### src/rtl/weight_acc_drain.sv
// weight_acc_drain: drains N signed words from the weight accumulator's
// dequeue interface and presents them as one packed row over valid/ready.
// A strobe issued in cycle k is answered by the accumulator in cycle k+1.
// The answer is captured only when it pairs with a strobe, which filters out
// the accumulator's sticky valid.
module weight_acc_drain #(
    parameter int WEIGHT_ACC_WIDTH = 4
) (
    input  logic                          clk,
    input  logic                          rst,
    input  logic                          start_in,
    input  logic [7:0]                    count_in,
    output logic                          dequeue_out,
    input  logic                          acc_valid_in,
    input  logic signed [15:0]            acc_data_in,
    output logic                          row_valid_out,
    input  logic                          row_ready_in,
    output logic [16*WEIGHT_ACC_WIDTH-1:0] row_data_out,
    output logic [7:0]                    row_count_out,
    output logic                          busy_out,
    output logic                          err_out
);

    localparam int DATA_W = 16;

    typedef enum logic [1:0] {IDLE, REQ, CAPT, OUT} state_t;

    state_t state, state_nxt;

    logic [7:0] n_reg, n_nxt;
    logic [7:0] req_cnt, req_nxt;
    logic [7:0] cap_cnt, cap_nxt;
    logic       dq_d1;
    logic       dequeue_nxt, err_nxt, row_valid_nxt, busy_nxt;
    logic [7:0] row_count_nxt;
    logic signed [DATA_W-1:0] slots     [WEIGHT_ACC_WIDTH];
    logic signed [DATA_W-1:0] slots_nxt [WEIGHT_ACC_WIDTH];

    logic count_ok;
    logic draining;
    logic capture;
    logic missing;
    logic cap_last;

    assign count_ok = (count_in != 8'd0) && (count_in <= 8'(WEIGHT_ACC_WIDTH));
    assign draining = (state == REQ) || (state == CAPT);
    // A response is only meaningful in the cycle right after a strobe.
    assign capture  = draining && dq_d1 && acc_valid_in;
    assign missing  = draining && dq_d1 && !acc_valid_in;
    assign cap_last = (cap_cnt + 8'd1) == n_reg;

    // State, counters, slots and all registered outputs.
    always_ff @(posedge clk) begin
        if (rst) begin
            state         <= IDLE;
            n_reg         <= 8'd0;
            req_cnt       <= 8'd0;
            cap_cnt       <= 8'd0;
            dq_d1         <= 1'b0;
            dequeue_out   <= 1'b0;
            err_out       <= 1'b0;
            row_valid_out <= 1'b0;
            row_count_out <= 8'd0;
            busy_out      <= 1'b0;
            for (int i = 0; i < WEIGHT_ACC_WIDTH; i++) begin
                slots[i] <= '0;
            end
        end else begin
            state         <= state_nxt;
            n_reg         <= n_nxt;
            req_cnt       <= req_nxt;
            cap_cnt       <= cap_nxt;
            dq_d1         <= dequeue_out;
            dequeue_out   <= dequeue_nxt;
            err_out       <= err_nxt;
            row_valid_out <= row_valid_nxt;
            row_count_out <= row_count_nxt;
            busy_out      <= busy_nxt;
            for (int i = 0; i < WEIGHT_ACC_WIDTH; i++) begin
                slots[i] <= slots_nxt[i];
            end
        end
    end

    // Next-state selection.
    always_comb begin
        state_nxt = state;
        case (state)
            IDLE: begin
                if (start_in && count_ok) begin
                    state_nxt = REQ;
                end
            end
            REQ: begin
                if (missing) begin
                    state_nxt = IDLE;
                end else if (req_cnt == n_reg) begin
                    state_nxt = CAPT;
                end
            end
            CAPT: begin
                if (missing) begin
                    state_nxt = IDLE;
                end else if (capture && cap_last) begin
                    state_nxt = OUT;
                end
            end
            OUT: begin
                if (row_ready_in) begin
                    state_nxt = IDLE;
                end
            end
            default: state_nxt = IDLE;
        endcase
    end

    // Next values of the strobe, counters, slots and row outputs.
    always_comb begin
        n_nxt         = n_reg;
        req_nxt       = req_cnt;
        cap_nxt       = cap_cnt;
        dequeue_nxt   = 1'b0;
        err_nxt       = 1'b0;
        row_valid_nxt = row_valid_out;
        row_count_nxt = row_count_out;
        for (int i = 0; i < WEIGHT_ACC_WIDTH; i++) begin
            slots_nxt[i] = slots[i];
        end

        case (state)
            IDLE: begin
                if (start_in) begin
                    if (count_ok) begin
                        n_nxt       = count_in;
                        // req_cnt counts strobes already issued, so the first
                        // strobe raised here counts as one.
                        req_nxt     = 8'd1;
                        cap_nxt     = 8'd0;
                        dequeue_nxt = 1'b1;
                        for (int i = 0; i < WEIGHT_ACC_WIDTH; i++) begin
                            slots_nxt[i] = '0;
                        end
                    end else begin
                        err_nxt = 1'b1;
                    end
                end
            end
            REQ, CAPT: begin
                if (missing) begin
                    err_nxt = 1'b1;
                    for (int i = 0; i < WEIGHT_ACC_WIDTH; i++) begin
                        slots_nxt[i] = '0;
                    end
                end else begin
                    if (state == REQ && req_cnt != n_reg) begin
                        dequeue_nxt = 1'b1;
                        req_nxt     = req_cnt + 8'd1;
                    end
                    if (capture) begin
                        for (int i = 0; i < WEIGHT_ACC_WIDTH; i++) begin
                            if (cap_cnt == 8'(i)) begin
                                slots_nxt[i] = acc_data_in;
                            end
                        end
                        cap_nxt = cap_cnt + 8'd1;
                        if (cap_last) begin
                            row_valid_nxt = 1'b1;
                            row_count_nxt = n_reg;
                        end
                    end
                end
            end
            OUT: begin
                if (row_ready_in) begin
                    row_valid_nxt = 1'b0;
                    row_count_nxt = 8'd0;
                    for (int i = 0; i < WEIGHT_ACC_WIDTH; i++) begin
                        slots_nxt[i] = '0;
                    end
                end
            end
            default: ;
        endcase
    end

    assign busy_nxt = (state_nxt != IDLE);

    // Pack the slot registers into the row bus, slot 0 in the low bits.
    always_comb begin
        row_data_out = '0;
        for (int i = 0; i < WEIGHT_ACC_WIDTH; i++) begin
            row_data_out[DATA_W*i +: DATA_W] = slots[i];
        end
    end

endmodule

### config.mk
export PLATFORM = sky130hd
export DESIGN_NAME = weight_acc_drain
export DESIGN_NICKNAME = d
export VERILOG_FILES = /design/src/rtl/weight_acc_drain.sv
export SDC_FILE = /design/constraint.sdc
export NUM_CORES = 1
export LEC_CHECK = 0
export BUFFER_PORTS_ARGS = -buffer_cell sky130_fd_sc_hd__clkbuf_2
export CAP_MARGIN = 20
export CORE_UTILIZATION = 40
export DETAILED_ROUTE_END_ITERATION = 10
export SETUP_SLACK_MARGIN = 0.1
export SLEW_MARGIN = 10
export SYNTH_ARGS = -nofsm -noshare
export SYNTH_HDL_FRONTEND = slang
export SYNTH_SLANG_ARGS = --single-unit
### constraint.sdc
create_clock -name clk -period 2.92 [get_ports clk]
set_clock_uncertainty 0.1 [all_clocks]
set_input_delay 0.146 -clock clk [delete_from_list [all_inputs] [get_ports clk]]
set_output_delay 0.146 -clock clk [all_outputs]
set_load 0.005 [all_outputs]
==> results.tsv <==
stage	metric	value	unit
status	status	complete, but fails checks	
status	failing checks	design-rule violations	
layout	Synth-to-Final Area Change	20.50	%
logic_synthesis	register area share after synthesis	42.71	%
place	GPL Wtd Cong	0.8601	
sta	final hold vios	0	
layout	Post-Layout Cell Count	745	
logic_synthesis	largest family of logic cells by synthesized area	simple AND/OR/NAND/NOR gates	
logic_synthesis	Yosys reg bits	103	
clock_network	total CTS buffers	9	
logic_synthesis	Post-synth top flop	dfxtp_1	
logic_synthesis	area leader, netlist	dfxtp_1	
grt	most used routing layer	met2	
route	DRT Wirelength	11320	µm
layout	Most flops, register	slots	
logic_synthesis	synthesis warning total	0	
logic_synthesis	multiplexer area fraction after synthesis	14.10	%
layout	post-layout instance area	5818	µm²
clock_network	clock sink count	103	
grt	number of global-route vias before repair	3611	
pwr	Final Power	3.202	mW
clock_network	CTS root buf	clkbuf_16	
logic_synthesis	most frequent cell after synthesis	dfxtp_1	
worst_setup_path	worst path arrival time	2.80	ns
route	Wirelength per Cell	15.20	µm
logic_synthesis	Synth Area in Adders	2.591	%
route	DRT antenna net count	0	
min_path	hold path depth	3	
route	vias after detailed routing	3778	
sta	Slew @ Worst Pin	0.8188	ns
sta	period utilisation layout	89.65	%
route	Initial DRT Pass Iterations	9	
pwr	Max VDD drop	0.3103	mV
route	Starting DRT DRC Count	196	
layout	area of the multi-input gates	2487	µm²
floorplanning	initial core utilization	41.58	%
clock_network	CTS tree	done	
grt	met2 GRT Util	30.10	%
pwr	sw power	764.8	µW
layout	max reg flops	64	
logic_synthesis	number of enable flip-flop cells after synthesis	0	
layout	share of layout cells above drive strength 1	28.29	%
place	placed inst area	5423	µm²
clock_network	clk_lat worst skew	0.34	ns
logic_synthesis	Mean Syn Cell Area	9.874	µm²
layout	Fillers	1125	
logic_synthesis	post-synthesis simple-gate area fraction	19.05	%
place	count of buffers from port buffering	104	
logic_synthesis	post-synthesis xor/xnor area fraction	3.628	%
grt	largest net degree at the start of global routing	36	
clock_network	clock buffer depth	2	
pwr	Cell Pwr Density	550.4	nW/µm²
min_path	hold path startpoint	count_in[0]	
pwr	Power Internal	2.437	mW
logic_synthesis	Synth top cells by count	dfxtp_1 (103), nor2_1 (84), mux2i_1 (68), a21oi_1 (20), and2_2 (17)	
worst_setup_path	Critical R2R Capture	row_count_out[5]	
worst_setup_path	required time worst endpoint	3.11	ns
route	DRC Markers	12	
min_path	WHS Endpoint	n_reg[0]	
logic_synthesis	synthesized instance count	489	
grt	initial antenna violation count	0	
logic_synthesis	asr flop ratio synth	0	%
logic_synthesis	synthesized area	4828	µm²
layout	Nets	635	
sta	max_slew headroom	45.41	%
logic_synthesis	Distinct cells, synth	67	
sta	post-layout min period	2.618	ns
layout	Core Util, Final	50.10	%
sta	setup ws final	0.3022	ns
place	hpwl dp	8023	µm
sta	fin. max-slew vios	0	
worst_setup_path	Worst setup EP type	register	
worst_setup_path	critical path class	reg2reg	
sta	setup TNS	0	ns
worst_setup_path	CP Launch Type	register	
floorplanning	die width	111.9	µm
floorplanning	die area	12510	µm²
min_path	hold crit path type	in2reg	
logic_synthesis	top cells by area, synth	dfxtp_1 (43%), mux2i_1 (14%), nor2_1 (6.5%), and2_2 (2.6%), ha_1 (2.6%)	
sta	RSZ-0062 raised after global routing	no	
logic_synthesis	Syn Nets	528	
pwr	Gate power share	10.8	%
pwr	Reg power frac	44.4	%
grt	GR Util met3	2.940	%
pwr	LEAKAGE	2.367	nW
route	vias per cell	5.071	
grt	GRT overflow	0	
sta	Max Clock Freq	382.0	MHz
grt	global-route wire length before repair	18390	µm
grt	aggregate global-route resource usage	18.43	%
clock_network	Reg clk slew, reported paths	0.07	ns
worst_setup_path	reg2reg setup slack	0.30	ns
clock_network	H-Tree Depth	3	
floorplanning	CORE AREA	11610	µm²
worst_setup_path	worst r2r path cells	8	
sta	WHS	0.01131	ns
logic_synthesis	Compound-Gate Fraction of Synth Area	12.10	%
pwr	Switching Fraction	23.88	%
logic_synthesis	Synth top area share	42.71	%
sta	Final setup viols	0	
floorplanning	IO Pins	105	
floorplanning	Rows	39	
place	Place WS	0.2653	ns
worst_setup_path	CP max FO	8	
layout	register area	2062	µm²
grt	met1 Resource Use GR	24.89	%
pwr	Clk pwr share	44.8	%
place	Placed Instances	725	
job	Max Cap Viol	0	
floorplanning	Die Span Y	111.9	µm
worst_setup_path	worst r2r src	cap_cnt[0]	
## timing repair
item | CTS | global route
buffers inserted | 0 | 1
hold buffers | 2 | 0
resized for setup | 0 | 1
endpoints found under the hold margin | 2 | 0
endpoints found under the setup margin | 0 | 10
## worst max path at each step
| stage | start | cells after the start | slack, ns | end |
|---|---|---|---|---|
| after CTS | cap_cnt[0] | 7 | 0.23 | row_count_out[2] |
| after global routing | cap_cnt[0] | 7 | 0.10 | row_count_out[2] |
| after detailed placement | cap_cnt[0] | 7 | 0.27 | row_count_out[3] |
| after floorplan | state[1] | 8 | 0.56 | slots[2][10] |
| final | cap_cnt[0] | 8 | 0.30 | row_count_out[5] |
| after global placement | cap_cnt[0] | 7 | 0.37 | row_count_out[1] |
## worst max-delay path, stage by stage, from the launching register on
cell	delay, ns
dfxtp_1	0.48
ha_1	0.35
and3_1	0.32
a21oi_1	0.09
nand4b_2	0.26
nor4_4	0.42
nor3b_4	0.24
buf_4	0.19
a22o_1	0.13
## power by group through the flow
stage | logic (mW) | registers (mW) | clock network [mW]
floorplan | 0.263 | 1.45 | 0
global placement | 0.340 | 1.45 | 0
detailed placement | 0.342 | 1.45 | 0
CTS | 0.345 | 1.42 | 1.46
global route | 0.373 | 1.42 | 1.53
finish | 0.345 | 1.42 | 1.44
## kinds of logic (layout without fill, tap and decap cells)
logic type | Yosys count | count (layout)
fa+ha+maj | 10 | 10
buf+inv | 36 | 148
simple gates | 173 | 173
flops | 103 | 103
compound gates | 79 | 79
xor+xnor | 20 | 20
other cells | 0 | 1
mux | 68 | 68
## routing by layer
layer,up-vias,routed length [µm]
met5,-,0
met4,0,138
met3,10,395
met2,76,5343
met1,1774,5445
li1,1918,-
## cells in the final DEF, fill, tap and decap left out, drive strengths merged, types with 3 or more instances in the layout
| cell | netlist | final |
|---|---|---|
| a22o | 8 | 8 |
| o2111ai | 3 | 3 |
| nand2 | 14 | 14 |
| nor2b | 4 | 4 |
| ha | 10 | 10 |
| a211oi | 6 | 6 |
| a21oi | 24 | 24 |
| or3 | 6 | 6 |
| and2 | 21 | 21 |
| a21o | 3 | 3 |
| mux2i | 68 | 68 |
| clkbuf | 11 | 114 |
| a31oi | 3 | 3 |
| xnor2 | 8 | 8 |
| nand3b | 5 | 5 |
| nand4 | 3 | 3 |
| o21ai | 15 | 15 |
| xor2 | 12 | 12 |
| bufinv | 0 | 3 |
| inv | 12 | 14 |
| buf | 12 | 13 |
| dfxtp | 103 | 103 |
| nor4 | 4 | 4 |
| nand3 | 10 | 10 |
| nor3 | 7 | 7 |
| nor2 | 84 | 84 |
## final cells by class
| type | count | share of cell area [%] |
|---|---|---|
| well taps | 143 | 3.075 |
| multi-input cells | 350 | 42.75 |
| diodes | 1 | 0.04301 |
| clock buffers | 10 | 4.108 |
| repair buffers | 119 | 11.61 |
| flip-flops and latches | 103 | 35.44 |
| inverters | 13 | 0.8387 |
| clock inverters | 6 | 2.129 |
Power figures use the tool's default switching activity.
